**src/rtl/adc_sar_sequencer.sv**
```systemverilog
// Sequences SAR ADC conversions (soc/eoc handshake), averages 2^k samples, and buffers results in a FIFO.
// All outputs registered; results drain via res_valid/res_ready and are dropped (overflow) when the FIFO is full.
module adc_sar_sequencer #(
  parameter int N            = 8,
  parameter int MAX_LOG2_AVG = 4,
  parameter int DEPTH        = 4,
  parameter int TIMEOUT      = 255
) (
  input  logic         clk,
  input  logic         rst,
  input  logic         enable,
  input  logic         trigger,
  input  logic         continuous,
  input  logic [2:0]   avg_log2,
  input  logic         clr_flags,
  input  logic         eoc,
  input  logic         eoc_it,
  input  logic [N-1:0] dout,
  output logic         soc,
  output logic [N-1:0] res_data,
  output logic         res_valid,
  input  logic         res_ready,
  output logic         busy,
  output logic         overflow,
  output logic         timeout_err
);
  localparam int KW   = $clog2(MAX_LOG2_AVG + 1);
  localparam int CW   = MAX_LOG2_AVG + 1;
  localparam int AW   = $clog2(DEPTH);
  localparam int TW   = $clog2(TIMEOUT + 1);
  localparam int ACCW = N + MAX_LOG2_AVG;

  typedef enum logic [1:0] {IDLE, START, WAIT, PUSH} state_t;

  state_t          state, state_n;
  logic            soc_n, load_k, acc_clr, acc_add, tmr_load, tmr_dec, tout_set;
  logic [KW-1:0]   k, k_clamped;
  logic [ACCW-1:0] acc;
  logic [CW-1:0]   cnt, cnt_inc;
  logic            last;
  logic [TW-1:0]   tmr;

  logic [N-1:0]    mem [DEPTH];
  logic [AW-1:0]   wr_ptr, rd_ptr, wr_ptr_n, rd_ptr_n;
  logic [AW:0]     count, count_n;
  logic            full, push_req, push, pop, ovf_set;
  logic [N-1:0]    push_data, head_n;

  assign k_clamped = (32'(avg_log2) > 32'(MAX_LOG2_AVG)) ? KW'(MAX_LOG2_AVG) : KW'(avg_log2);
  assign cnt_inc   = cnt + 1'b1;
  assign last      = (cnt_inc == (CW'(1) << k));
  assign push_data = N'(acc >> k);

  always_ff @(posedge clk) begin
    if (rst) begin
      state <= IDLE;
      soc   <= 1'b0;
      busy  <= 1'b0;
    end else begin
      state <= state_n;
      soc   <= soc_n;
      busy  <= (state_n != IDLE);
    end
  end

  always_comb begin
    state_n  = state;
    soc_n    = 1'b0;
    load_k   = 1'b0;
    acc_clr  = 1'b0;
    acc_add  = 1'b0;
    tmr_load = 1'b0;
    tmr_dec  = 1'b0;
    tout_set = 1'b0;
    if (!enable) begin
      // Abort from any state; a partial burst is thrown away.
      state_n = IDLE;
      acc_clr = 1'b1;
    end else begin
      case (state)
        IDLE: if (trigger) begin
          state_n = START;
          load_k  = 1'b1;
          acc_clr = 1'b1;
        end
        START: if (eoc) begin
          state_n  = WAIT;
          soc_n    = 1'b1;
          tmr_load = 1'b1;
        end
        WAIT: begin
          if (eoc_it) begin
            acc_add = 1'b1;
            state_n = last ? PUSH : START;
          end else if (tmr == '0) begin
            tout_set = 1'b1;
            acc_clr  = 1'b1;
            state_n  = IDLE;
          end else begin
            tmr_dec = 1'b1;
          end
        end
        PUSH: begin
          if (continuous) begin
            state_n = START;
            acc_clr = 1'b1;
          end else begin
            state_n = IDLE;
          end
        end
        default: state_n = IDLE;
      endcase
    end
  end

  always_ff @(posedge clk) begin
    if (rst) begin
      k           <= '0;
      acc         <= '0;
      cnt         <= '0;
      tmr         <= '0;
      overflow    <= 1'b0;
      timeout_err <= 1'b0;
    end else begin
      if (load_k) k <= k_clamped;
      if (acc_clr) begin
        acc <= '0;
        cnt <= '0;
      end else if (acc_add) begin
        acc <= acc + ACCW'(dout);
        cnt <= cnt_inc;
      end
      if (tmr_load)     tmr <= TW'(TIMEOUT);
      else if (tmr_dec) tmr <= tmr - 1'b1;
      // A set in the same cycle as clr_flags takes priority.
      if (ovf_set)        overflow <= 1'b1;
      else if (clr_flags) overflow <= 1'b0;
      if (tout_set)       timeout_err <= 1'b1;
      else if (clr_flags) timeout_err <= 1'b0;
    end
  end

  // A full FIFO still accepts a push when the head is popped in the same cycle.
  assign push_req = (state == PUSH);
  assign pop      = res_valid & res_ready;
  assign full     = (count == (AW + 1)'(DEPTH));
  assign push     = push_req & (~full | pop);
  assign ovf_set  = push_req & full & ~res_ready;

  always_comb begin
    wr_ptr_n = push ? wr_ptr + 1'b1 : wr_ptr;
    rd_ptr_n = pop  ? rd_ptr + 1'b1 : rd_ptr;
    count_n  = count;
    if (push && !pop)      count_n = count + 1'b1;
    else if (pop && !push) count_n = count - 1'b1;
    // Registered head: bypass the entry being written when it becomes the head.
    if (count_n == '0)                   head_n = '0;
    else if (push && rd_ptr_n == wr_ptr) head_n = push_data;
    else                                 head_n = mem[rd_ptr_n];
  end

  always_ff @(posedge clk) begin
    if (rst) begin
      wr_ptr    <= '0;
      rd_ptr    <= '0;
      count     <= '0;
      res_valid <= 1'b0;
      res_data  <= '0;
    end else begin
      wr_ptr    <= wr_ptr_n;
      rd_ptr    <= rd_ptr_n;
      count     <= count_n;
      res_valid <= (count_n != '0);
      res_data  <= head_n;
    end
  end

  always_ff @(posedge clk) begin
    if (push) mem[wr_ptr] <= push_data;
  end

endmodule

```
**config.mk**
```make
export PLATFORM = sky130hd
export DESIGN_NAME = adc_sar_sequencer
export DESIGN_NICKNAME = d
export VERILOG_FILES = /design/src/rtl/adc_sar_sequencer.sv
export SDC_FILE = /design/constraint.sdc
export NUM_CORES = 1
export LEC_CHECK = 0
export BUFFER_PORTS_ARGS = -buffer_cell sky130_fd_sc_hd__buf_2
export CELL_PAD_IN_SITES_DETAIL_PLACEMENT = 1
export CELL_PAD_IN_SITES_GLOBAL_PLACEMENT = 2
export CORE_MARGIN = 2
export CORE_UTILIZATION = 39
export DETAILED_ROUTE_END_ITERATION = 10
export MAX_ROUTING_LAYER = met4
export PLACE_DENSITY_LB_ADDON = 0.3
export SYNTH_ARGS = -nofsm -noshare
export SYNTH_HDL_FRONTEND = slang
export SYNTH_SLANG_ARGS = --single-unit
```
**constraint.sdc**
```tcl
create_clock -name clk -period 2.7 [get_ports clk]
set_input_delay 0.135 -clock clk [delete_from_list [all_inputs] [get_ports clk]]
set_output_delay 0.135 -clock clk [all_outputs]
set_load 0.01 [all_outputs]
```
==> Word level (Yosys, flattened, before mapping) <==
Memories as Yosys holds them, arrays and structs flattened. A register that Yosys moved wholly into a read port is not among the register bits.
Cells that the tools add are included.
{ "word_totals": {"wordCells": 89, "input_bits": 20, "memories": 1, "ramBits": 32, "register_bits": 42, "out_inout_bits": 13} }
{ "mem_list": {"columns": ["memory", "words", "word_bits", "read_ports", "rd_ports_with_merged_regs", "write_ports", "line", "rtl"], "rows": [
  ["mem", 4, 8, 1, 1, 1, "43", "logic [N-1:0] mem [DEPTH];"]
]} }
{ "op_classes": {"n_shift": 2, "add_sub_neg": 7, "order_cmp": 1, "muxes": 39, "n_reduce_logical": 14, "n_eq_ne": 5, "n_bitwise": 7} }
{ "ops": {"columns": ["cell", "n"], "rows": [
  ["$mux 1", 25],
  ["$mux 8", 2],
  ["$mux 2", 7],
  ["$add 12x8->12", 1],
  ["$shr 12x3->8", 1],
  ["$mux 3", 3],
  ["$logic_not 8->1", 1],
  ["$pmux 2 s4", 1],
  ["$reduce_bool 2->1", 4],
  ["$sub 8x1->8 const B", 1],
  ["$add 5x1->5 const B", 1],
  ["$eq 5x5->1", 1],
  ["$shl 1x3->5 const A", 1],
  ["$add 2x1->2 const B", 2],
  ["$and 1x1->1", 4],
  ["$eq 2x2->1 const B", 2],
  ["$reduce_or 2->1", 2],
  ["$add 3x1->3 const B", 1],
  ["$eq 3x3->1 const B", 1],
  ["$gt 3x3->1 const B", 1],
  ["$logic_not 3->1", 1],
  ["$pmux 1 s3", 1],
  ["$reduce_bool 3->1", 1],
  ["$sub 3x1->3 const B", 1],
  ["6 further kinds", 9]
]} }

==> Depth between registers and ports, before layout <==
Gate-level depths: netlist of the first run.
{ "depth": {"depth_word": 10, "depth_mapped": 8} }

==> Worst setup path before layout of the first run <==
OpenSTA, ideal clock, no wires.
{ "synth_timing": {"kind": "register to register", "startpoint": "reg count[0]", "endpoint": "reg res_data[6] (read register of mem)", "setup_ps": 59, "path_slack_ps": 737, "required_time_ps": 2641, "path_buffers": 0, "path_stages_with_launch": 8, "arrival_time_ps": 1904, "path_cell_list": "dfxtp_1 inv_1 ha_1 ha_1 or3_4 a21o_1 a41oi_4 o211a_1"} }
{ "synth_between": {"elab_chain_cells": 10, "word_cells_on_any_way": 13, "classes_between": "add/sub (2); eq/ne (1); mux (2); bitwise (3); reduce/logical (5)"} }
{ "synth_lines": {"columns": ["item", "line", "rtl"], "rows": [
  ["start: declaration", "45", "logic [AW:0] count, count_n;"],
  ["start signal: assignment", "172", "count <= count_n;"],
  ["$eq 3x3->1", "146", "assign full = (count == (AW + 1)'(DEPTH));"],
  ["$not 1->1", "147", "assign push = push_req & (~full | pop);"],
  ["$or 1x1->1", "147", null],
  ["$and 1x1->1", "147", null],
  ["$logic_not 1->1", "155", "else if (pop && !push) count_n = count - 1'b1;"],
  ["$logic_and 1x1->1", "155", null],
  ["$mux 3", "155", null],
  ["$mux 3 (*)", "154", "if (push && !pop) count_n = count + 1'b1;"],
  ["$logic_not 3->1 (*)", "157", "if (count_n == '0) head_n = '0;"],
  ["$reduce_or 2->1 (no source line) (*)", null, null],
  ["end: declaration", "20", "output logic [N-1:0] res_data,"]
]} }
Every way passes the cells marked *; elsewhere a longest branch is shown, timed or not.
A chain may end at the register's enable or synchronous reset.

==> Worst setup path after layout of the first run <==
{ "layout_timing": {"startpoint": "reg count[0]", "endpoint": "reg res_data[1] (read register of mem)"} }
Same word-level chain as after synthesis.

==> run metrics, run 1 <==
run status finished clean; Reg2Reg Launch Point count[0]$_SDFF_PP0_; count of input and output buffers 32; total overflow reported by the global router 0; dominant cells by area after synthesis dfxtp_1 21%, edfxtp_1 21%, mux2i_1 5.4%; Clk Tree Root Cell clkbuf_16; class of the tightest hold or removal check in -> reg; DIE AREA 0.0129 mm2; post-synthesis net count 511; post-synthesis area per instance 9.86 um2; Max H-tree Level 3; number of unique standard cell types used by synthesis 63; post-synthesis share of cell area spent on xor and xnor gates 3.75%; die span in y 113 um; ANT cells 0; first-pass GRT wire length 19,400 um; Adder-Cell Fraction of Synth Area 4.99%; Resize count post-CTS 0; quantity of hold-fixing buffers added after cts 0; measured slew at the worst slew-check pin 777 ps; drt first-iter violations 166; share of cell area taken by muxes after synthesis 8.02%; remaining antenna violation count 0; ratio of cells with drive above 1 in the final layout 14.9%; count of unresolved DRC violations after routing 0; placed wire-length estimate 8250 um; basic-gate share of the synthesized area counting and, or, nand and nor cells 17.5%; endpoint kind of the worst setup timing path flip-flop; weighted congestion reported at the end of routability-driven placement 0.750; most common library cells after synthesis 50 x dfxtp_1, 47 x nand2_1, 32 x edfxtp_1; main flop type after synthesis dfxtp_1; flip-flop and latch count after synthesis 82; maximum clock frequency 0.451 GHz; boundary pin count 33; post-CTS setup-driven buffer insertion count 0; Setup crit start count[0]$_SDFF_PP0_; largest net degree at the start of global routing 28; Inserted Clock Buffers 9; Starting Density 40.3%; worst IR drop on VDD 248 uV; cell count after synthesis 473; Synth warnings 0; die span in x 113 um; via count of the first global-routing pass 3,876; post-DR wirelength/cell 17.5 um; asr flop ratio synth 0%; Synth Cell Area 0.00467 mm2; maximum number of buffers from clock root to sink 2; highest net fanout along the worst path 9; startpoint of the tightest hold check path clr_flags; Critical Path RT 2930 ps; Synth top area share 21.5%; aggregate negative setup slack 0 ps; pins over their slew limit 0; clock period minus final worst setup slack 2220 ps; Via Count 3,691; DP Worst Slack 531 ps; share of synthesized area occupied by flip-flops and latches 42.0%; arrival time reported for the critical path endpoint 2450 ps; ratio of total power to cell area 606 mW/mm2; EDFF count, synth 32; number of search-and-repair iterations in the first detailed-routing pass 4; number of rows in the core area 39; standby leakage power 1.97 nW; clock transition time at the flip-flop clock pins of the worst setup and hold paths 60 ps; number of antenna violations at the first check in global routing 0; Clock Sink Count 82; unrepaired setup endpoints after global routing no; count of final hold-check violations 0; average vias per placed instance 5.70; MaxCap Viol Count 0; TritonCTS clock tree yes; post-route clock skew 4.62 ps; endpoints failing setup 0; clock latency at the later pin of the worst-skew pair 340 ps; area delta synth->final 11.9%; largest family of logic cells by synthesized area compound AO/OA/AOI/OAI gates; aggregate global-route resource usage 19.4%; core outline area 0.0116 mm2; # nets final 538; post-detailed-routing wire length 11,300 um; fin worst setup slack 483 ps; final period utilization 82.1%; compound-gate portion of the synthesized area 19.2%; normalized max-slew margin 48.2%; worst hold path depth 4; Worst Reg-to-Reg Cells 7; nature of the critical path startpoint flip-flop; path type of the worst setup path reg -> reg; most common cell in the netlist dfxtp_1; cell type with the highest aggregate area in the netlist dfxtp_1
==> kinds of logic after synthesis <==
logic type | after synthesis
muxes | 34
adders and majority gates | 18
and+or+nand+nor | 146
AOI/OAI and AO/OA | 124
DFF | 82
buffers and inverters | 49
xor gates and xnor gates | 20
==> registers in the layout, summed over array words and instances (netlist names) <==
register,cells
state,2
mem,32
timeout_err,1
wr_ptr,2
cnt,5
soc,1
res_data,8
busy,1
count,3
rd_ptr,2
tmr,8
k,3
overflow,1
res_valid,1
acc,12
==> critical path, stage by stage (launching register included) <==
cell and delay, ps:
dfxtp_1 410, inv_1 70, ha_1 200, ha_1 260, nor4b_2 340, mux2i_1 390, a41oi_4 260, o211a_1 180
==> through the flow <==
step	instance area (um2)	instances	util, %	power (mW)	hold slack, ps
floorplan	4670	473	-	1.88	224
global placement	4960	632	42.9	2.07	419
detailed placement	4960	632	42.9	2.09	432
CTS	5220	648	45.1	3.21	77.5
global route	5220	648	45.1	3.32	98.9
finish	5220	648	45.1	3.17	92.1
==> layout by cell type, fill, tap and decap left out, types with 11 or more instances in the layout <==
cell,n
nor2_1,21
ha_1,17
buf_2,32
inv_1,20
o21ai_0,14
edfxtp_1,32
a21oi_1,31
buf_4,11
mux2i_1,25
nand2_1,47
nand3_1,13
dfxtp_1,50
==> area by class of cell <==
class                      count  area, um2
clock buffer                   9        225
clock inverter                 7       36.3
fill                        1337       6340
inverter                      22       82.6
multi-input combinational    342       2490
sequential                    82       1960
tap                          143        179
timing repair buffer          43        243
==> per-layer routing <==
layer | track usage, % | wire length, um | vias to the layer above
met4 | 5.53 | 136 | 0
met1 | 25.4 | 5500 | 1831
met2 | 31.0 | 5460 | 34
met3 | 3.40 | 238 | 10
met5 | - | 0 | -
li1 | - | - | 1816
==> power by group <==
group	total, mW	switching (mW)	internal (mW)
clock	1.11	0.494	0.611
combinational	0.659	0.390	0.268
sequential	1.40	0.0514	1.35
==> path summary, 6_finish.rpt <==
path | to | slack [ps]
max | res_data[1]$_SDFF_PP0_ | 480
max reg2reg | res_data[1]$_SDFF_PP0_ | 480
min reg2reg | cnt[1]$_SDFFE_PP0P_ | 480
min | overflow$_SDFFE_PP0P_ | 90
Power figures use the tool's default switching activity.
==> run 2, diff against run 1 <==
- CORE_UTILIZATION: 39 -> 35
- clock period: 2.7 -> 1.9 ns (I/O delays scaled with it)
==> run metrics, run 2 (synthesis gave the netlist of run 1 again) <==
path type of the worst setup path reg -> reg; remaining antenna violation count 0 (unchanged); Clk Tree Root Cell clkbuf_16; measured slew at the worst slew-check pin 614 ps (-163 ps); worst setup path endpoint res_data[0]$_SDFF_PP0_; Via Count 3,846 (+4.2%); fin worst setup slack -2.34 ps (-485 ps); number of antenna violations at the first check in global routing 0 (unchanged); boundary pin count 33 (unchanged); largest reg by FF count mem; clock latency at the later pin of the worst-skew pair 340 ps (about the same); met3 usage in global routing 3.35% (-0.048 points); Layout fillers 1,487 (+11%); Reg2Reg Launch Point count[0]$_SDFF_PP0_; endpoint kind of the worst setup timing path flip-flop; maximum clock frequency 0.526 GHz (+17%); die span in x 119 um (+5.4%); most frequent cells in the layout 47 x nand2_1, 44 x dfxtp_1, 40 x buf_4; ratio of cells with drive above 1 in the final layout 26.0% (+11 points); number of search-and-repair iterations in the first detailed-routing pass 4 (unchanged); Clock Sink Count 82 (unchanged); arrival time reported for the critical path endpoint 2130 ps (-320 ps); count of unresolved DRC violations after routing 0 (unchanged); Largest register FFs 32 (unchanged); layer carrying the most global-route usage met2; post-route clock skew 6.57 ps (+1.95 ps); quantity of hold-fixing buffers added after cts 0 (unchanged); # nets final 575 (+6.9%); count of input and output buffers 32 (unchanged); Final Util 44.5% (-0.69 points); DIE AREA 0.0143 mm2 (+11%); final total power 5.00 mW (+58%); unrepaired setup endpoints after global routing yes; worst IR drop on VDD 342 uV (+38%); drt first-iter violations 163 (-1.8%); failing checks setup timing; Setup crit start count[0]$_SDFF_PP0_; most common cell after layout, fill and taps aside nand2_1; MaxCap Viol Count 0 (unchanged); largest net degree at the start of global routing 25 (-11%); total overflow reported by the global router 0 (unchanged); Starting Density 35.5% (-4.8 points); area delta synth->final 25.2%; placed wire-length estimate 9110 um (+11%); R2R Setup Slk -2 ps (-490 ps); class of the tightest hold or removal check in -> reg; Regs by FF count mem: 32 flops, acc: 12 flops; first-pass GRT wire length 21,100 um (+8.7%); final hold slack 28.6 ps (-63.5 ps); run status complete, but fails checks; via count of the first global-routing pass 4,139 (+6.8%); endpoints failing setup 1 (+1); ratio of total power to cell area 856 mW/mm2 (+41%); nature of the critical path startpoint flip-flop; standby leakage power 2.21 nW (+12%); average vias per placed instance 5.36 (-6.0%); final period utilization 100% (+18 points); Inserted Clock Buffers 9 (unchanged); normalized max-slew margin 58.6% (+10 points); die span in y 119 um (+5.4%); post-detailed-routing wire length 12,700 um (+12%); routing usage on met1 23.7% (-1.7 points); count of final hold-check violations 0 (unchanged); clock period minus final worst setup slack 1900 ps (-315 ps); highest net fanout along the worst path 5 (-4); startpoint of the tightest hold check path clr_flags; pins over their slew limit 0 (unchanged); TritonCTS clock tree yes; number of rows in the core area 42 (+7.7%); core outline area 0.0131 mm2 (+14%); Worst Reg-to-Reg Cells 8 (+1); capturing point of the worst reg2reg path res_data[0]$_SDFF_PP0_; aggregate global-route resource usage 19.1% (-0.24 points); GRT met2 Usage 31.9% (+0.91 points); Max H-tree Level 3 (unchanged); Critical Path RT 2130 ps (-800 ps); clock transition time at the flip-flop clock pins of the worst setup and hold paths 70 ps (about the same); ANT cells 0 (unchanged); maximum number of buffers from clock root to sink 2 (unchanged); post-DR wirelength/cell 17.7 um (+1.1%); weighted congestion reported at the end of routability-driven placement 0.849 (+13%)
run 2: cell types whose count changed in the layout (fill, tap and decap cells not counted), moves of 3 or more:
| cell | delta |
|---|---|
| buf_12 | +6 |
| buf_4 | +29 |
| clkinv_2 | -5 |
| dfxtp_1 | -6 |
| dfxtp_2 | +6 |
| ha_1 | -5 |
| ha_4 | +5 |
| inv_1 | -3 |
| inv_2 | +3 |
| inv_6 | +3 |
run 2: cell type report:
cell class	instances	area [um2]	share of cell area (%)
Multi-Input combinational cell	343	2670	45.7
Sequential cell	82	1970	33.7
Timing Repair Buffer	79	592	10.1
Clock buffer	9	225	3.86
Tap cell	176	220	3.77
Clock inverter	7	83.8	1.44
Inverter	22	82.6	1.41
run 2: layer usage:
metal,vias up,wire (um),share of wire (%)
li1,1897,-,-
met1,1893,5890,46
met2,39,6280,49
met3,17,291,2.3
met4,0,234,1.8
met5,-,0,0
run 2: power breakdown:
group          total, mW  switching, mW  internal (mW)
combinational       1.17          0.652          0.522
clock               1.83          0.784           1.04
sequential          2.00         0.0773           1.92
total               5.00           1.51           3.49
run 2: metrics by stage:
stage | cell area (um2) | instances | setup TNS (ps) | setup WS, ps
CTS | 5740 | 718 | 0 | 1.65
global placement | 5330 | 698 | 0 | 10.1
floorplan | 4670 | 473 | 0 | 31.7
detailed placement | 5330 | 698 | -682 | -89.5
global route | 5840 | 718 | -320 | -51.9
finish | 5840 | 718 | -2.34 | -2.34
run 2: worst max-delay path, cell delays in order (launching register included):
cell,delay [ps]
dfxtp_2,340
inv_2,50
ha_4,150
ha_4,170
or3_4,380
o211ai_1,190
buf_4,180
a41oi_4,170
o211a_1,160
run 2: worst min path at each step:
stage	slack [ps]	cells after the start	end
2_1_floorplan	180	1	res_valid$_SDFF_PP0_
3_3_place_gp	380	4	overflow$_SDFFE_PP0P_
3_5_place_dp	390	4	overflow$_SDFFE_PP0P_
4_1_cts	20	4	overflow$_SDFFE_PP0P_
5_1_grt	40	4	overflow$_SDFFE_PP0P_
6_report	30	4	overflow$_SDFFE_PP0P_
run 2: repair_timing:
| item | 4_1_cts | 5_1_grt |
|---|---|---|
| resized for setup | 13 | 23 |
| gates cloned | 1 | 0 |
| pin swaps | 8 | 11 |
| setup buffers | 3 | 0 |
| endpoints found under the setup margin | 12 | 59 |
